==> src/rtl/hs_arbiter.sv <==
// ============================================================================
// Module      : hs_arbiter
// Description : Round-robin arbiter sharing one four-phase req/ack reader
//               between NREQ four-phase writers. The granted writer's req/q
//               are forwarded combinationally to the reader and the reader's
//               ack is returned to that writer only.
//               Optional statistics counters: define HS_ARBITER_STATS_EN.
// Revision    : 1.0 - initial release
// ============================================================================
`default_nettype none

module hs_arbiter #(
    parameter int NREQ = 4,
    parameter int W    = 8
) (
    input  logic              clk,
    input  logic              reset_n,
    input  logic [NREQ-1:0]   wr_req,
    output logic [NREQ-1:0]   wr_ack,
    input  logic [NREQ*W-1:0] wr_q,
    output logic              rd_req,
    input  logic              rd_ack,
    output logic [W-1:0]      rd_q,
    output logic [NREQ-1:0]   gnt,
    output logic              busy
`ifdef HS_ARBITER_STATS_EN
    ,
    output logic [15:0]       xfer_cnt,
    output logic [7:0]        abort_cnt
`endif
);

    localparam int c_gw = (NREQ > 1) ? $clog2(NREQ) : 1;
    localparam int c_sw = c_gw + 1;

    localparam logic [1:0] c_idle  = 2'd0;
    localparam logic [1:0] c_grant = 2'd1;
    localparam logic [1:0] c_hold  = 2'd2;

    logic [1:0]      r_state;
    logic [c_gw-1:0] r_g;
    logic [c_gw-1:0] r_ptr;
    logic [NREQ-1:0] r_gnt;

    logic [c_gw-1:0] w_pick;
    logic            w_found;
    logic [c_sw-1:0] w_sum;
    logic            w_active;
    logic            w_req_g;
    logic [W-1:0]    w_rd_q;
    logic            w_to_hold;
    logic            w_abort;

    // Rotating search: first requester strictly after the last-served channel.
    // The sum is one bit wider than the index so the modulo wrap is exact for
    // non-power-of-two NREQ.
    always_comb begin
        w_pick  = '0;
        w_found = 1'b0;
        w_sum   = '0;
        for (int k = 1; k <= NREQ; k++) begin
            w_sum = {1'b0, r_ptr} + c_sw'(k);
            if (w_sum >= c_sw'(NREQ)) begin
                w_sum = w_sum - c_sw'(NREQ);
            end
            if (!w_found && wr_req[w_sum[c_gw-1:0]]) begin
                w_found = 1'b1;
                w_pick  = w_sum[c_gw-1:0];
            end
        end
    end

    // Forwarding is gated by reset as well so outputs are zero the moment
    // reset asserts, independent of register update ordering.
    assign w_active  = reset_n && (r_state != c_idle);
    assign w_req_g   = |(wr_req & r_gnt);
    assign w_to_hold = (r_state == c_grant) && rd_ack;
    assign w_abort   = (r_state == c_grant) && !rd_ack && !w_req_g;

    // Data mux driven by the one-hot grant register.
    always_comb begin
        w_rd_q = '0;
        for (int i = 0; i < NREQ; i++) begin
            if (r_gnt[i]) begin
                w_rd_q = wr_q[i*W +: W];
            end
        end
    end

    assign rd_req = w_active && w_req_g;
    assign wr_ack = w_active ? (r_gnt & {NREQ{rd_ack}}) : '0;
    assign rd_q   = w_active ? w_rd_q : '0;
    assign gnt    = r_gnt;
    assign busy   = (r_state != c_idle);

    // Arbitration state machine; the served channel becomes the new pointer
    // so it has the lowest priority in the next arbitration.
    always_ff @(posedge clk or negedge reset_n) begin
        if (!reset_n) begin
            r_state <= c_idle;
            r_g     <= '0;
            r_ptr   <= c_gw'(NREQ - 1);
            r_gnt   <= '0;
        end else begin
            case (r_state)
                c_idle: begin
                    if (w_found) begin
                        r_g     <= w_pick;
                        r_gnt   <= NREQ'(1) << w_pick;
                        r_state <= c_grant;
                    end
                end
                c_grant: begin
                    if (rd_ack) begin
                        r_state <= c_hold;
                    end else if (!w_req_g) begin
                        r_ptr   <= r_g;
                        r_gnt   <= '0;
                        r_state <= c_idle;
                    end
                end
                c_hold: begin
                    if (!w_req_g && !rd_ack) begin
                        r_ptr   <= r_g;
                        r_gnt   <= '0;
                        r_state <= c_idle;
                    end
                end
                default: begin
                    r_gnt   <= '0;
                    r_state <= c_idle;
                end
            endcase
        end
    end

`ifdef HS_ARBITER_STATS_EN
    logic [15:0] r_xfer_cnt;
    logic [7:0]  r_abort_cnt;

    // Completed transfers wrap; aborts saturate.
    always_ff @(posedge clk or negedge reset_n) begin
        if (!reset_n) begin
            r_xfer_cnt  <= '0;
            r_abort_cnt <= '0;
        end else begin
            if (w_to_hold) begin
                r_xfer_cnt <= r_xfer_cnt + 16'd1;
            end
            if (w_abort && (r_abort_cnt != 8'hFF)) begin
                r_abort_cnt <= r_abort_cnt + 8'd1;
            end
        end
    end

    assign xfer_cnt  = r_xfer_cnt;
    assign abort_cnt = r_abort_cnt;
`endif

endmodule

`default_nettype wire

==> config.mk <==
export PLATFORM = sky130hd
export DESIGN_NAME = hs_arbiter
export DESIGN_NICKNAME = d
export VERILOG_FILES = /design/src/rtl/hs_arbiter.sv
export SDC_FILE = /design/constraint.sdc
export NUM_CORES = 1
export LEC_CHECK = 0
export BUFFER_PORTS_ARGS = -buffer_cell sky130_fd_sc_hd__buf_4
export CAP_MARGIN = 20
export CELL_PAD_IN_SITES_DETAIL_PLACEMENT = 1
export CELL_PAD_IN_SITES_GLOBAL_PLACEMENT = 1
export CORE_MARGIN = 10
export CORE_UTILIZATION = 31
export CTS_BUF_LIST = sky130_fd_sc_hd__clkbuf_4 sky130_fd_sc_hd__clkbuf_8
export CTS_CLUSTER_DIAMETER = 60
export CTS_CLUSTER_SIZE = 24
export DETAILED_ROUTE_END_ITERATION = 8
export PLACE_DENSITY = 0.94
export SYNTH_ARGS = -nofsm -noshare
export SYNTH_HDL_FRONTEND = slang
export SYNTH_SLANG_ARGS = --single-unit
==> constraint.sdc <==
create_clock -name clk -period 5.42 [get_ports clk]
set_clock_uncertainty 0.2 [all_clocks]
set_input_delay 0.542 -clock clk [delete_from_list [all_inputs] [get_ports clk]]
set_output_delay 0.542 -clock clk [all_outputs]
set_load 0.02 [all_outputs]
## Yosys cells after proc, flatten, opt, wreduce, memory -nomap -nowiden

Cells that the tools add are included.

| storage, ports and cells | value |
|---|---|
| bits in registers | 10 |
| bits of input ports | 39 |
| output and inout port bits | 18 |
| logic and storage cells | 89 |

| cells by class | value |
|---|---|
| add/sub/neg operators | 8 |
| order comparisons | 8 |
| equal/unequal tests | 7 |
| shift-type cells | 1 |
| multiplexer cells | 40 |
| bitwise logic cells | 2 |
| reduce and logical (&&, ||, !) cells | 19 |

Operators by type and width:

| kind | number |
|---|---|
| 8-bit two-way mux | 5 |
| 2-bit two-way mux | 15 |
| 4-bit two-way mux | 5 |
| 3-bit >= comparator, second input constant | 4 |
| 2-bit by 3-bit < comparator with 1-bit output, second input constant | 4 |
| 4-bit one-hot mux with 3 select lines | 1 |
| 4-bit AND | 2 |
| 1-bit binary-select mux with 2-bit select | 4 |
| 1-bit two-way mux | 8 |
| 2-bit inequality test, second input constant | 4 |
| 4-bit AND reduction | 2 |
| 2-bit by 1-bit subtractor with 2-bit output, second input constant | 4 |
| 2-bit by 2-bit adder with 3-bit output, second input constant | 2 |
| 1-bit logical AND | 6 |
| 2-bit one-hot mux with 3 select lines | 1 |
| 1-bit logical NOT | 5 |
| 2-bit one-hot mux with 2 select lines | 1 |
| 2-bit nonzero test | 2 |
| 4-bit OR reduction | 1 |
| 1-bit by 2-bit << shifter with 4-bit output, first input constant | 1 |
| 2-bit by 1-bit adder with 3-bit output, second input constant | 1 |
| 2-bit by 3-bit adder with 3-bit output, second input constant | 1 |
| 3-bit inequality test, second input constant | 1 |
| 3-bit AND reduction | 1 |
| other kinds (4) | 4 |

## Longest topological paths before layout

| logic depth | value |
|---|---|
| depth in word-level cells | 18 |
| depth in mapped cells | 6 |
| gate-level depth less buffers | 5 |

## Least setup slack after synthesis

Ideal clock, no wire load.

| timing path | value |
|---|---|
| path kind | register to output |
| start point | register r_gnt[0], in the netlist gnt[0] |
| end point | output rd_q[2] |
| data arrival time | 1.554 ns |
| data required time | 4.678 ns |
| path slack | 3.124 ns |
| stages on the path, launching flop included | 6 |
| path buffers | 1 |
| path through | dfrtp_1 -> nor2b_1 -> clkbuf_1 -> a221o_1 -> o21ai_0 -> o21ai_0 |

| between the ends | value |
|---|---|
| word-level cells in the longest chain between the ends | 5 |

Ends and longest elaborated chain:

| what | RTL line | RTL |
|---|---|---|
| from (decl) | 43 | `logic [NREQ-1:0] r_gnt;` |
| from (signal assigned) | 109 | `r_gnt <= NREQ'(1) << w_pick;` |
| 8-bit two-way mux (4 in a row) | 84 | `if (r_gnt[i]) begin` |
| 8-bit two-way mux | 92 | `assign rd_q = w_active ? w_rd_q : '0;` |
| to (decl) | 23 | `output logic [W-1:0] rd_q,` |

No other way between the ends.

## Final worst setup path

| timing path | value |
|---|---|
| start point | input reset_n |
| end point | output rd_q[5] |

| between the ends | value |
|---|---|
| word-level cells in the longest chain between the ends | 2 |

Ends and longest elaborated chain:

| what | RTL line | RTL |
|---|---|---|
| from (decl) | 17 | `input logic reset_n,` |
| 1-bit logical AND | 75 | `assign w_active = reset_n && (r_state != c_idle);` |
| 8-bit two-way mux | 92 |  |

No other way between the ends.

==> flow_metrics.tcl <==
set metrics [dict create \
    ys_types 36 \
    core_um2 2520 \
    yosys_warnings 0 \
    final_util 0.525 \
    cts_max_path_buffers 2 \
    die_h_um 72.0 \
    fin_crit_sh 0.561 \
    antenna_found_initial 0 \
    ys_seq_elements 10 \
    hold_viol_final 0 \
    dieArea_um2 5190 \
    grt_max_degree 15 \
    hold_path.startpoint "r_state[1]" \
    drt_iter0_drc 98 \
    track_usage 0.132 \
    ff2ff_setup_slack_ns 3.41 \
    drtPass1Iterations 4 \
    viasPerCell 5.60 \
    timing.final.ws_setup_ns 2.38 \
    place_congestion 0.897 \
    worstSkewPairLatency_ns 0.26 \
    die_w_um 72.0 \
    avgSynthCellArea_um2 8.31 \
    vias 1047 \
    synth_edf_count 0 \
    yosys-top-cells-area "dfrtp_1, a221o_1, o21ai_0" \
    crit_chain "dlygate4sd3_1 > buf_4 > and2_1 > nand2b_1 > o21ai_0 > buf_4" \
    cts_sinks 10 \
    drc 0 \
    nNetsFinal 197 \
    r2r_start "gnt[1]" \
    outcome "finished, final reports clean" \
    path_delay_family "buffers and inverters" \
    drv_cap 0 \
    mostFrequentLayoutCells "buf_4, o21ai_0, nand3_1, dfrtp_1" \
    min_path_cells 1 \
    netlist_instances 101 \
    slowest_stage "dlygate4sd3_1" \
    path_clk_slew_ns 0.07 \
    first_global_vias 1074 \
    grt_pass1_wl_um 5680 \
    diodes 0 \
    cts_tree "yes" \
    ys_seq_area_frac 0.301 \
    pre_cts_slack_ns 2.93 \
    start_kind "primary input" \
    wl_per_cell_um 18.9 \
    rsz0062_at_grt "no" \
    wl_um 3530 \
    synth_area_um2 840 \
    max_stage_delay_ns 0.52 \
    worst_pin_slew_ns 0.683 \
    cp.arrival_ns 2.30 \
    ir_worst_vdd_mv 0.267 \
    hp-class "reg2reg" \
    multi_input_area_um2 552 \
    cts_root_buf "clkbuf_4" \
    powerDensity_nw_per_um2 463 \
    pin_count 57 \
    crit_top_cell "buf_4" \
    start_util 0.333 \
    netlist.area_leader.share 0.238 \
    synth_fp_nets 140 \
    slew_headroom 0.540 \
    cp.required_ns 4.68 \
    path_class "in2out" \
    r2r_cells 4 \
    htreeDepth 1 \
    crit_buf_inv 3 \
    regArea_um2 253 \
    grt-ovfl-total 0 \
    dp_hpwl_um 2870 \
    rows 18 \
    setup_viol 0 \
    port_buffers 56 \
    drive_gt1_frac 0.433 \
    yosysTopAreaCell "dfrtp_1" \
    cts_buffers 3 \
    r2r_end "r_ptr[0]" \
    holdPathEnd "r_state[0]" \
    report.final.slew_viol_count 0 \
    p_leak_nw 0.616 \
    fin_hold_ws_ns 0.301 \
    fin_setup_tns_ns 0 \
    post_cts_buffers 0 \
    max_freq_mhz 329 \
    ant_nets 0 \
    period_minus_slack_ns 3.04 \
    dp_cells 182 \
    cp_max_fo 13 \
    critPathCaptureType "output port" \
    synth-async-reset-ratio 1.00 \
    syn2layout_area_growth_pct 57.7 \
    ys.flop_type "dfrtp_1" \
    fin_cells 187 \
    mostFrequentLayoutCell "buf_4" \
    fillers 313 \
]
## cell usage after synthesis (2+ instances only)
cell type and n:
a21oi_1 3, a221o_1 7, a22o_1 2, and3_1 3, clkbuf_1 3, dfrtp_1 8
dfstp_2 2, inv_1 4, mux2_1 2, nand2_1 4, nand2b_1 6, nand3_1 8
nor2_1 7, nor2b_1 2, o21ai_0 13, o21ai_1 5, o2bb2ai_1 2, o32ai_1 2
## metrics by stage
step | instance area, um2 | total power, mW
final | 1320 | 0.613
after global routing | 1320 | 0.667
after CTS | 1320 | 0.619
after detailed placement | 1280 | 0.545
after global placement | 1280 | 0.528
after floorplan | 840 | 0.404
## repair_timing
item	CTS	global route
hold buffers	1	0
gates resized for setup	0	0
hold endpoints to repair	8	0
## layout make-up
cell class                 instances  share of cell area
inverter                           4              0.0113
tap                               30              0.0284
multi-input combinational         82               0.417
clock buffer                       4              0.0274
sequential                        10               0.191
timing repair buffer              57               0.325
## where the power goes
part           leakage (nW)  internal (mW)  total (mW)  switching (mW)
Clock                0.0210         0.0407      0.0669          0.0261
Combinational         0.473          0.173       0.377           0.204
Sequential            0.122          0.112       0.169          0.0571
## worst max-delay path by stage
stage | startpoint | endpoint | cells past startpoint
after floorplan | gnt[0] | rd_q[2] | 5
after global placement | reset_n | rd_q[5] | 5
after detailed placement | reset_n | rd_q[5] | 5
after CTS | reset_n | rd_q[5] | 6
after global routing | reset_n | rd_q[2] | 6
final | reset_n | rd_q[5] | 6
## cell families after synthesis
logic type,synth area share
AO/OA/AOI/OAI,0.353
AND/OR/NAND/NOR,0.255
flip-flops,0.301
buffers and inverters,0.0417
multiplexers,0.0387
XOR/XNOR,0.0104
## sequential cells by signal, summed over array words and instances (netlist names)
name,cells
gnt,4
r_g,2
r_ptr,2
r_state,2
## metal layers
metal | vias to the layer above | GRT usage | part of all wire
met5 | - | 0 | 0
met2 | 55 | 0.236 | 0.48
met4 | 0 | 0.00645 | 0
met3 | 0 | 0.0463 | 0.097
li1 | 502 | - | -
met1 | 490 | 0.155 | 0.42
No activity file was read; power rests on OpenSTA's default activity.
